`config.mk`:
```
export PLATFORM = sky130hd
export DESIGN_NAME = cp0_ctrl
export DESIGN_NICKNAME = d
export VERILOG_FILES = /design/src/rtl/cp0_ctrl.sv
export SDC_FILE = /design/constraint.sdc
export NUM_CORES = 1
export LEC_CHECK = 0
export ABC_AREA = 1
export CAP_MARGIN = 20
export CORE_UTILIZATION = 45
export CTS_BUF_LIST = sky130_fd_sc_hd__clkbuf_4
export DETAILED_ROUTE_END_ITERATION = 8
export PLACE_DENSITY = 0.84
export SYNTH_ARGS = -nofsm -noshare
export SYNTH_HDL_FRONTEND = slang
export SYNTH_SLANG_ARGS = --single-unit
```
`constraint.sdc`:
```
create_clock -name clk -period 1.45 [get_ports clk]
set_input_delay 0.2175 -clock clk [delete_from_list [all_inputs] [get_ports clk]]
set_output_delay 0.2175 -clock clk [all_outputs]
set_load 0.01 [all_outputs]
```
`src/rtl/cp0_ctrl.sv`:
```
// rtl/cp0_ctrl.sv - coprocessor-0 interrupt/exception control with SR, Cause, EPC and PRId
module cp0_ctrl #(
  parameter logic [31:0] PRID = 32'h2001_0707
) (
  input  logic        clk,
  input  logic        reset,
  input  logic        we,
  input  logic [4:0]  cp0_addr,
  input  logic [31:0] cp0_wdata,
  output logic [31:0] cp0_rdata,
  input  logic [31:0] vpc,
  input  logic        bd_in,
  input  logic [4:0]  exc_code_in,
  input  logic [5:0]  hw_int,
  input  logic        exl_clr,
  output logic        req,
  output logic [31:0] epc_out
);

  localparam logic [4:0] ADDR_SR    = 5'd12;
  localparam logic [4:0] ADDR_CAUSE = 5'd13;
  localparam logic [4:0] ADDR_EPC   = 5'd14;
  localparam logic [4:0] ADDR_PRID  = 5'd15;

  // SR fields
  logic [5:0]  sr_im;
  logic        sr_exl;
  logic        sr_ie;
  // Cause fields
  logic        cause_bd;
  logic [5:0]  cause_ip;
  logic [4:0]  cause_exc;
  // EPC is word aligned, so only the upper 30 bits are stored
  logic [29:0] epc_word;

  logic        int_req;
  logic        exc_req;
  logic [29:0] victim_word;
  logic        unused_vpc_low;

  // Low PC bits never reach EPC; the branch-delay adjustment is a one-word step back
  assign unused_vpc_low = ^vpc[1:0];

  // Request decode and victim word address, all combinational from current SR
  always_comb begin
    int_req     = (|(hw_int & sr_im)) & sr_ie & ~sr_exl;
    exc_req     = (exc_code_in != 5'd0) & ~sr_exl;
    req         = int_req | exc_req;
    victim_word = bd_in ? (vpc[31:2] - 30'd1) : vpc[31:2];
  end

  // Register update: request capture beats mtc0 and eret; IP always tracks the lines
  always_ff @(posedge clk) begin
    if (!reset) begin
      sr_im     <= 6'd0;
      sr_exl    <= 1'b0;
      sr_ie     <= 1'b0;
      cause_bd  <= 1'b0;
      cause_ip  <= 6'd0;
      cause_exc <= 5'd0;
      epc_word  <= 30'd0;
    end else begin
      cause_ip <= hw_int;
      if (req) begin
        sr_exl    <= 1'b1;
        cause_bd  <= bd_in;
        cause_exc <= int_req ? 5'd0 : exc_code_in;
        epc_word  <= victim_word;
      end else begin
        if (we && cp0_addr == ADDR_SR) begin
          sr_im  <= cp0_wdata[15:10];
          sr_ie  <= cp0_wdata[0];
          sr_exl <= exl_clr ? 1'b0 : cp0_wdata[1];
        end else if (exl_clr) begin
          sr_exl <= 1'b0;
        end
        if (we && cp0_addr == ADDR_EPC) begin
          epc_word <= cp0_wdata[31:2];
        end
      end
    end
  end

  // Read mux returns pre-edge contents; no bypass from same-cycle writes
  always_comb begin
    cp0_rdata = 32'd0;
    case (cp0_addr)
      ADDR_SR:    cp0_rdata = {16'd0, sr_im, 8'd0, sr_exl, sr_ie};
      ADDR_CAUSE: cp0_rdata = {cause_bd, 15'd0, cause_ip, 3'd0, cause_exc, 2'd0};
      ADDR_EPC:   cp0_rdata = {epc_word, 2'b00};
      ADDR_PRID:  cp0_rdata = PRID;
      default:    cp0_rdata = 32'd0;
    endcase
    epc_out = {epc_word, 2'b00};
  end

endmodule

```
## Yosys cells after proc, flatten, opt, wreduce, memory -nomap -nowiden

Index checks and enable logic that the tools add are counted.

| word-level totals | value |
|---|---|
| bits in latches | 0 |
| memory bits (writable) | 0 |
| ROM bits | 0 |
| register bits | 50 |
| memories kept | 0 |
| logic and storage cells | 35 |
| bits of input ports | 85 |
| output and inout bits | 65 |

| operators by class | value |
|---|---|
| muxes and demuxes | 9 |
| shifts and indexed selects | 0 |
| $add $sub $neg | 1 |
| bitwise operators | 7 |
| equality and inequality tests | 4 |
| multipliers | 0 |
| div/mod/pow operators | 0 |
| reduce and logical (&&, ||, !) cells | 7 |
| magnitude comparators | 0 |

Operators with widths:

| operator | count |
|---|---|
| $pmux 32 s4 | 1 |
| $mux 30 | 3 |
| $sub 30x1->30 const B | 1 |
| $eq 5x4->1 const B | 4 |
| $and 6x6->6 | 1 |
| $reduce_or 6->1 | 1 |
| $mux 5 | 1 |
| $reduce_bool 5->1 | 1 |
| $mux 1 | 4 |
| $and 1x1->1 | 3 |
| $reduce_bool 3->1 | 1 |
| $logic_and 1x1->1 | 2 |
| $not 1->1 | 2 |
| $reduce_and 2->1 | 1 |
| $reduce_bool 2->1 | 1 |
| $or 1x1->1 | 1 |

## Depth between registers and ports, before layout

Gate-level depths: netlist of the first run.

| logic depth | value |
|---|---|
| word-level depth | 7 |
| gate-level depth with buffers | 11 |

## Least setup slack after synthesis of the first run

Ideal clock, no wire load.

| timing | value |
|---|---|
| path kind | input-to-output |
| start point | input cp0_addr[3] |
| end point | output cp0_rdata[18] |
| arrival | 1.165 ns |
| slack | 0.068 ns |
| required time | 1.233 ns |
| stages | 7 |
| cell sequence | nand2_2 > nor2_4 > nand2_4 > nor2_8 > clkinv_1 > buf_2 > nor2_1 |

| on the way | value |
|---|---|
| cells in the longest elaborated chain, start to end | 2 |

RTL lines:

| item | line | text |
|---|---|---|
| start: declaration | 8 | `input logic [4:0] cp0_addr,` |
| $eq 5x4->1 | 87 | `case (cp0_addr)` |
| $pmux 32 s4 * | 87 |  |
| end: declaration | 10 | `output logic [31:0] cp0_rdata,` |

Mark *: on every way between the ends. The rest lies on a longest branch, timed or not.

## Final worst setup path of the first run

| timing | value |
|---|---|
| start point | input hw_int[0] |
| end point | register epc_word[0] |

| on the way | value |
|---|---|
| cells in the longest elaborated chain, start to end | 6 |

RTL lines:

| item | line | text |
|---|---|---|
| start: declaration | 14 | `input logic [5:0] hw_int,` |
| $and 6x6->6 * | 46 | `int_req = (\|(hw_int & sr_im)) & sr_ie & ~sr_exl;` |
| $reduce_or 6->1 * | 46 |  |
| $and 1x1->1 * (2 in a row) | 46 |  |
| $or 1x1->1 * | 48 | `req = int_req \| exc_req;` |
| $mux 30 or $reduce_bool 2->1 (tied branches) | -- |  |
| end signal: assignment | 68 | `epc_word <= victim_word;` |
| end signal: assignment | 78 | `epc_word <= cp0_wdata[31:2];` |
| end: declaration | 34 | `logic [29:0] epc_word;` |

Marks and branches as above.
A chain may end at the register's enable or synchronous reset.

==> results of run 1 <==
cells by family (layout without fill, tap and decap cells):
group,count (synthesis),after routing
buf+inv,99,334
xor+xnor,14,14
other cells,1,2
simple gates,340,340
flops,50,50
compound gates,90,90
fa+ha+maj,1,1
report_power, final:
| part | switching [mW] | internal [mW] |
|---|---|---|
| sequential | 0.0804 | 1.48 |
| combinational | 0.789 | 0.737 |
| clock | 0.494 | 0.211 |
worst max-delay path, delay by kind of cell:
family	cells	cell delay, ns
simple gates	6	0.58
compound gates	2	0.35
buf+inv	3	0.86
metal layers:
metal	track usage	wire, um
met2	0.643	8320
met1	0.459	6290
met4	0.217	1460
met5	0	11
met3	0.0921	2090
cell usage after synthesis:
library cell / n / share of area
sky130_fd_sc_hd__o21ai_1: 3 / 0.0042
sky130_fd_sc_hd__nor3_1: 1 / 0.0014
sky130_fd_sc_hd__xnor2_1: 4 / 0.0098
sky130_fd_sc_hd__o211ai_1: 1 / 0.0021
sky130_fd_sc_hd__clkinv_1: 2 / 0.0021
sky130_fd_sc_hd__o21bai_2: 1 / 0.0032
sky130_fd_sc_hd__a31oi_1: 3 / 0.0053
sky130_fd_sc_hd__nor3_4: 1 / 0.0046
sky130_fd_sc_hd__nor2_8: 1 / 0.0056
sky130_fd_sc_hd__a22o_1: 2 / 0.0049
sky130_fd_sc_hd__o21ai_0: 38 / 0.053
sky130_fd_sc_hd__nor2_4: 3 / 0.0095
sky130_fd_sc_hd__nor2_1: 92 / 0.097
sky130_fd_sc_hd__inv_1: 72 / 0.076
sky130_fd_sc_hd__a21oi_2: 1 / 0.0025
sky130_fd_sc_hd__nand2_4: 3 / 0.0095
sky130_fd_sc_hd__nor2_2: 4 / 0.0070
sky130_fd_sc_hd__buf_4: 5 / 0.011
sky130_fd_sc_hd__nand2_1: 181 / 0.19
sky130_fd_sc_hd__buf_2: 6 / 0.0084
sky130_fd_sc_hd__buf_12: 1 / 0.0056
sky130_fd_sc_hd__nand2_2: 6 / 0.011
sky130_fd_sc_hd__nand4_1: 6 / 0.011
sky130_fd_sc_hd__or2_2: 3 / 0.0053
sky130_fd_sc_hd__nand3_1: 34 / 0.048
sky130_fd_sc_hd__clkbuf_1: 4 / 0.0042
sky130_fd_sc_hd__a211oi_1: 1 / 0.0021
sky130_fd_sc_hd__o21ai_2: 5 / 0.012
sky130_fd_sc_hd__nand2_8: 1 / 0.0056
sky130_fd_sc_hd__dfxtp_1: 50 / 0.28
sky130_fd_sc_hd__and3_1: 1 / 0.0018
sky130_fd_sc_hd__inv_8: 1 / 0.0032
sky130_fd_sc_hd__nand3_2: 3 / 0.0084
sky130_fd_sc_hd__buf_6: 5 / 0.016
sky130_fd_sc_hd__a21oi_1: 35 / 0.049
sky130_fd_sc_hd__ha_1: 1 / 0.0035
sky130_fd_sc_hd__conb_1: 1 / 0.0010
sky130_fd_sc_hd__xor2_1: 10 / 0.025
sky130_fd_sc_hd__inv_2: 3 / 0.0032
area by class of cell:
cell class	count	area, sq um	share of cell area
clock inverter	2	13.8	0.00215
sequential	50	1030	0.160
inverter	78	323	0.0505
multi-input combinational	447	2590	0.405
timing repair inverter	1	3.75	0.000587
timing repair buffer	247	2270	0.354
tap	102	128	0.0200
clock buffer	6	45.0	0.00704
what timing repair did:
action,4_1_cts,5_1_grt
endpoints found under the setup margin,107,73
pin swaps,36,32
buffers inserted,11,2
resized for setup,317,93
gates cloned,7,0
final timing paths:
check	startpoint	to	cells after the start
worst min-delay path	hw_int[1]	cause_ip[1]	3
worst min register to register	cause_exc[2]	cause_exc[2]	2
worst max-delay path	hw_int[0]	epc_word[0]	11
worst max register to register	sr_im[0]	epc_word[0]	10
through the flow:
stage,setup slack (ns),area (sq um)
after floorplan,0.0679,3580
after global placement,-0.812,5740
after detailed placement,-0.901,5740
after CTS,-0.120,6160
after global routing,-0.304,6390
final,-0.246,6390
registers in the layout (all words and copies together) (netlist names):
name / cells
epc_word: 30
sr_exl: 1
cause_exc: 5
cause_bd: 1
sr_ie: 1
sr_im: 6
cause_ip: 6
==> summary by stage, run 1 <==
Status
The run finished, with violations left. The checks that failed: setup timing.

Timing
Setup repair after global routing could not meet its margin everywhere. The number of slew-limit violations in the final report was 0. For the final database, setup skew stands at 0.0150 ns.

The fmax is 0.590 GHz. The routed design could run at a clock period as short as 1.70 ns. The hold violation count in the final report came to 0.

The smallest hold slack is 0.367 ns. In the post-route analysis, the smallest setup slack over all paths is -0.246 ns. In the finished design, the share of the clock period the worst path needs comes to 1.17.

The count of endpoints failing setup in the final report is 56. The sum of negative setup slack is -7.65 ns.

Synth
The fraction of the mapped netlist area in compound gates was 0.139. The sequential share of the synthesized area is 0.280. The number of distinct standard cells referenced by the synthesized netlist is 39. The cell area that synthesis handed to floorplanning was ~3600 sq um. In this run the mean area of a mapped cell was 6.01 sq um.

The Yosys step of the flow raised 0 warnings. Of the total synthesized cell area, the portion taken by AND, OR, NAND and NOR gates is 0.414. In the synthesized netlist, the number of instances is roughly 600. The count of state elements after synthesis is 50. The share of cell area taken by muxes after synthesis is 0. The post-synthesis adder-cell area fraction is 0.00350. The combinational family with the most area after synthesis is simple AND/OR/NAND/NOR gates. Of the total synthesized cell area, the portion taken by XOR and XNOR cells is 0.0343.

CTS
TritonCTS built the clock tree. The clock insertion delay at the later pin of the skew report is 0.39 ns. TritonCTS created 5 clock buffers. The quantity of hold-fixing buffers added after cts is 0.

The buffer levels on the longest clock path is 2. The clock drives 50 sinks. The clock tree synthesis step divided the H-tree into 2 levels. The clock-pin transition on the worst setup and hold timing paths is 0.17 ns.

The buffer type at the clock tree root is sky130_fd_sc_hd__clkbuf_4.

Finish
Leaving out fill and tap cells, the most frequent cell in the layout is sky130_fd_sc_hd__nand2_1. Of the cells placed in the final design, the portion with a size suffix greater than 1 is 0.377. The count of cells in the finished layout, fillers not included, comes to roughly 930. In the layout the commonest cells are 147 x sky130_fd_sc_hd__nand2_1, 76 x sky130_fd_sc_hd__nor2_1, 76 x sky130_fd_sc_hd__buf_4, 71 x sky130_fd_sc_hd__clkdlybuf4s50_1, 65 x sky130_fd_sc_hd__inv_1. The growth of design area from synthesis to finish is 79.0%. After filler insertion, the fill cell instance count of the layout stands at 446. The core utilization of the finished layout is 0.832. The net total in the final layout is 916.

The repair_antennas step left the layout with diodes totalling 0.

Power
The design draws 3.80 mW. The peak supply drop is 350 uV. The cell area power density is 594 nW/um^2. The analysis attributes to cell leakage a power of 3.07 nW.

Route
Across all layers, the routed design uses around 5500 vias. Once detail routing completed, the nets flagged for antenna violations numbered 0. The number of optimization iterations in the first detailed-route pass is 6. In the routed layout, each cell is associated on average with a via count of approximately 5.9.

Summed over all layers, the routed wires come to 18200 um. The number of DRC markers in iteration 0 is 608. After detailed routing, the average wire length per cell comes to 19.5 um. For this run, design rule violations remaining after detail routing come to 0.

Critical path
Traced cell by cell, the critical path runs through clkdlybuf4s50_1 > nand2_1 > nand2_2 > nor2_4 > nand2_4 > nand3_4 > nand2_8 > buf_12 > buf_12 > o21ai_1 > a21oi_1. The arrival time of the worst setup path is 2.01 ns. In this design, the critical path's most frequently occurring cell is sky130_fd_sc_hd__buf_12.

Along the worst path, the maximum fanout reaches 8. STA classifies the critical path endpoint as a flop. The startpoint type of the worst setup path is an input pin. For the worst setup path, the data required time is 1.76 ns.

The cell with the largest stage delay on the worst path is sky130_fd_sc_hd__clkdlybuf4s50_1. The critical setup path kind is input pin to flop. The longest individual stage delay on the worst path is approximately 0.54 ns.

For flop-to-flop paths, the worst setup slack is -0.23 ns.

GRT
The global route total overflow is 0. The number of global-route vias before repair is about 5100. For this run, the total global-route usage over all layers was measured as 0.388. The number of antenna violations at the first check in global routing came to 1.

The first-pass GRT wire length is roughly 26000 um. Entering global routing, the biggest net connects 28 pins.

Placement
The quantity of I/O buffers inserted on ports is approximately 150. The estimated wirelength of the detail-placed design is 10500 um. The congestion estimate from routability-driven global placement came to about 0.99.

The placed instance count is 909.

Die
The die covers ~8300 sq um. The starting utilization of the core area is 0.465. The placeable core area is 7690 sq um. The floorplan has 32 rows. The number of placed I/O pins is 150. The die height is 91.1 um.

The floorplan step set the die width to 91.1 um.

Hold path
The path class of the tightest hold or removal check is input pin to flop.

Job
The number of violations of the max-capacitance limit is 0.
Note: power is estimated with default switching activity, not from simulation.
==> run 2: changes to the inputs <==
Settings changed: PLACE_DENSITY 0.84 to 0.94, SLEW_MARGIN set to 0.
==> run 2 against run 1 <==
Net effect: clock power grew 21%; final cell count increased by 0.54%; worst hold slack better by 0.0056 ns; the flow still finishes with violations (setup timing); largest cell class unchanged; utilization is 2.7 points lower; die area is the same; non-clock buffer count is 6 higher.
==> summary by stage, run 2 (same netlist as run 1, synthesis figures left out) <==
Die
The number of placed I/O pins was 150 (unchanged). The die area is 8300 sq um (unchanged). The starting utilization of the core area is 0.465 (unchanged). The width of the die is 91.1 um (unchanged). The die height came to 91.1 um (unchanged). The placeable core area is 7690 sq um (unchanged). The total number of placement rows is 32 (unchanged).

Route
The overall routed net length was 17600 um (was 18200 um). The ratio of routed vias to standard cells is 5.82 (was 5.87). The routed wire length per instance is 18.8 um (was 19.5 um). The antenna violation net count after detailed routing is 0 (unchanged). The number of optimization iterations in the first detailed-route pass is 7 (was 6). The number of DRC markers in iteration 0 is 567 (was 608). The DRC violation count after routing is 0 (unchanged). The overall via count from detail_route is 5456 (was 5480).

Critical path
The count of buffering cells on the critical path with inverters included is 4 (was 3). The kind of end point of the critical path is a flop (unchanged). The reg-to-reg critical path startpoint is sr_im[2] (was sr_im[0]). The cell with the largest stage delay on the worst path is sky130_fd_sc_hd__dfxtp_2 (was sky130_fd_sc_hd__clkdlybuf4s50_1).

Crit-path cells: nand2_1 > nand2_1 > inv_1 > nand2_2 > nand3_4 > nand2_4 > buf_8 > inv_6 > buf_12 > o21ai_1 > nand2_1 > a21oi_1 (was clkdlybuf4s50_1 > nand2_1 > nand2_2 > nor2_4 > nand2_4 > nand3_4 > nand2_8 > buf_12 > buf_12 > o21ai_1 > a21oi_1). The cell class contributing the biggest share of worst-path delay is simple AND/OR/NAND/NOR gates (was buffers and inverters). The startpoint type of the worst setup path is a flop (was input pin).

The arrival time of the worst setup path is 2.04 ns (was 2.01 ns). The data required time at the worst endpoint came to 1.76 ns (about the same). The number of cells on the worst reg-to-reg path was 12 (was 10). The worst-path maximum fanout is 11 (was 8). The startpoint of the worst setup timing path is sr_im[2] (was hw_int[0]). The reg-to-reg critical path endpoint is epc_word[20] (was epc_word[0]). The worst setup path endpoint is epc_word[20] (was epc_word[0]). The most frequent cell on the critical path is sky130_fd_sc_hd__nand2_1 (was sky130_fd_sc_hd__buf_12). The critical setup path kind is flop to flop (was input pin to flop).

The longest individual stage delay on the worst path is 0.38 ns (was 0.54 ns). The reg-to-reg setup timing slack was -0.28 ns (was -0.23 ns). The logic depth of the worst setup path including buffers was 12 (was 11).

Status
Status: finished with violations (unchanged). Violations in the final reports: setup timing (unchanged).

Power
The overall power is 3.78 mW (was 3.80 mW). The cell area power density is 610 nW/um^2 (was 594 nW/um^2). The total leakage power is 3.06 nW (was 3.07 nW). The peak supply drop was 382 uV (was 350 uV).

Timing
The count of endpoints failing setup in the final report is 46 (was 56). The clock skew after layout is 0.0243 ns (was 0.0150 ns). The hold violation count in the final report is 0 (unchanged).

The setup slack after layout is -0.280 ns (was -0.246 ns). Setup repair after global routing missed its margin: yes (unchanged). The smallest hold slack came to 0.372 ns (was 0.367 ns). The shortest clock period the worst path allows after layout is 1.73 ns (was 1.70 ns). The share of the cycle needed by the critical path after routing came to 1.19 (was 1.17). The number of slew-limit violations in the final report came to 0 (unchanged). The fmax is 0.578 GHz (was 0.590 GHz).

GRT
The global route total overflow is 0 (unchanged). The all-layer global routing usage is 0.382 (was 0.388). The pin count of the biggest net entering global routing is 28 (unchanged). The number of global-route vias before repair was 5225 (was 5133). The number of antenna violations at the first check in global routing is 0 (was 1). The first-pass GRT wire length is 25300 um (was 25600 um).

Placement
The final weighted congestion in routability-driven placement is 0.966 (was 0.986). The quantity of I/O buffers inserted on ports is 145 (unchanged). The estimated wirelength of the detail-placed design is 11200 um (was 10500 um).

The placed instance count was 915 (was 909).

Finish
The top register by number of flip-flops is epc_word (unchanged). The growth of design area from synthesis to finish was 73.1% (was 79.0%). The number of diodes is 0 (unchanged). The core utilization of the finished layout came to 0.805 (was 0.832). Registers with the most flip-flops: epc_word: 30 flops, cause_ip: 6 flops, sr_im: 6 flops (unchanged). Commonest non-fill, non-tap cells in the layout: 169 x sky130_fd_sc_hd__nand2_1, 89 x sky130_fd_sc_hd__buf_4, 77 x sky130_fd_sc_hd__nor2_1, 70 x sky130_fd_sc_hd__clkdlybuf4s50_1, 63 x sky130_fd_sc_hd__inv_1 (was 147 x sky130_fd_sc_hd__nand2_1, 76 x sky130_fd_sc_hd__nor2_1, 76 x sky130_fd_sc_hd__buf_4, 71 x sky130_fd_sc_hd__clkdlybuf4s50_1, 65 x sky130_fd_sc_hd__inv_1). The fraction of layout cells with a size suffix above 1 is 0.328 (was 0.377). The non-filler instance count after layout was 938 (was 933).

The net total in the final layout is 921 (was 916). The most common library cell in the layout ignoring fill and taps is sky130_fd_sc_hd__nand2_1 (unchanged). The number of flip-flops under the largest register name is 30 (unchanged).

CTS
The clock-pin transition on the worst setup and hold timing paths is 0.17 ns (about the same). The total CTS buffers came to 5 (unchanged). The clock insertion delay at the later pin of the skew report is 0.39 ns (about the same). The buffer type at the clock tree root is sky130_fd_sc_hd__clkbuf_4 (unchanged).

The CTS tree is built (unchanged). The buffer levels on the longest clock path is 2 (unchanged). The H-tree depth is 2 (unchanged). The TritonCTS sink count was 50 (unchanged).

Hold path
The class of the worst hold path is input pin to flop (unchanged).

Job
The number of violations of the max-capacitance limit came to 0 (unchanged).
[run 2: cell count changes in the layout (fill, tap and decap cells not counted), moves of 11 or more]
cell and change:
sky130_fd_sc_hd__a21oi_1 +11, sky130_fd_sc_hd__nand2_2 -14, sky130_fd_sc_hd__buf_4 +13, sky130_fd_sc_hd__nand2_1 +22
sky130_fd_sc_hd__o21ai_0 +14, sky130_fd_sc_hd__a21oi_2 -11
[run 2: cell type report]
class / count / area [sq um]
inverters: 78 / 315
clock inverters: 3 / 43.8
clock buffers: 5 / 37.5
fillers: 478 / 1500
flip-flops and latches: 50 / 1040
well taps: 102 / 128
repair buffers: 253 / 2250
multi-input cells: 447 / 2370
[run 2: timing repair]
item	CTS	global route
gates resized for setup	254	79
endpoints found under the setup margin	107	77
pin swaps	21	24
buffers inserted	13	5
cloned	2	1
hold buffers	0	0
[run 2: metal layers]
layer / up-vias / GRT usage / share of wire
li1: 2339 / - / -
met2: 505 / 0.677 / 0.47
met3: 179 / 0.0846 / 0.10
met4: 0 / 0.224 / 0.084
met1: 2433 / 0.417 / 0.34
met5: - / 0 / 0
[run 2: stage by stage]
step / TNS [ns] / setup slack, ns / cell area [sq um]
after global routing: -11.69 / -0.338 / 6190
after detailed placement: -47.75 / -0.926 / 5750
after floorplan: 0 / 0.0679 / 3580
final: -9.34 / -0.280 / 6190
after global placement: -41.23 / -0.796 / 5750
after CTS: -2.51 / -0.153 / 5970
[run 2: worst min path at each step]
stage             startpoint           end  cells after the start
2_1_floorplan      hw_int[0]   cause_ip[0]                      2
3_3_place_gp    cause_exc[3]  cause_exc[3]                      2
3_5_place_dp    cause_exc[2]  cause_exc[2]                      2
4_1_cts            hw_int[1]   cause_ip[1]                      3
5_1_grt        cp0_wdata[11]      sr_im[1]                      3
6_report       cp0_wdata[11]      sr_im[1]                      3
[run 2: power breakdown]
part / switching (mW) / total, mW / internal, mW / leakage (nW)
clock: 0.488 / 0.854 / 0.367 / 0.0456
combinational: 0.697 / 1.35 / 0.656 / 2.59
sequential: 0.0869 / 1.57 / 1.48 / 0.424
total: 1.27 / 3.78 / 2.51 / 3.06
[run 2: worst reg2reg max path, cell delays in order (launching register included)]
cell and delay, ns:
sky130_fd_sc_hd__dfxtp_2 0.38, sky130_fd_sc_hd__nand2_1 0.07, sky130_fd_sc_hd__nand2_1 0.07, sky130_fd_sc_hd__inv_1 0.06, sky130_fd_sc_hd__nand2_2 0.13, sky130_fd_sc_hd__nand3_4 0.11, sky130_fd_sc_hd__nand2_4 0.14, sky130_fd_sc_hd__buf_8 0.17
sky130_fd_sc_hd__inv_6 0.06, sky130_fd_sc_hd__buf_12 0.13, sky130_fd_sc_hd__o21ai_1 0.09, sky130_fd_sc_hd__nand2_1 0.08, sky130_fd_sc_hd__a21oi_1 0.15
==> run 3: changes to the inputs <==
Settings changed: CTS_CLUSTER_SIZE set to 20.
==> results of run 3 <==
No change in the layout: final DEF, timing and power equal those of run 2.
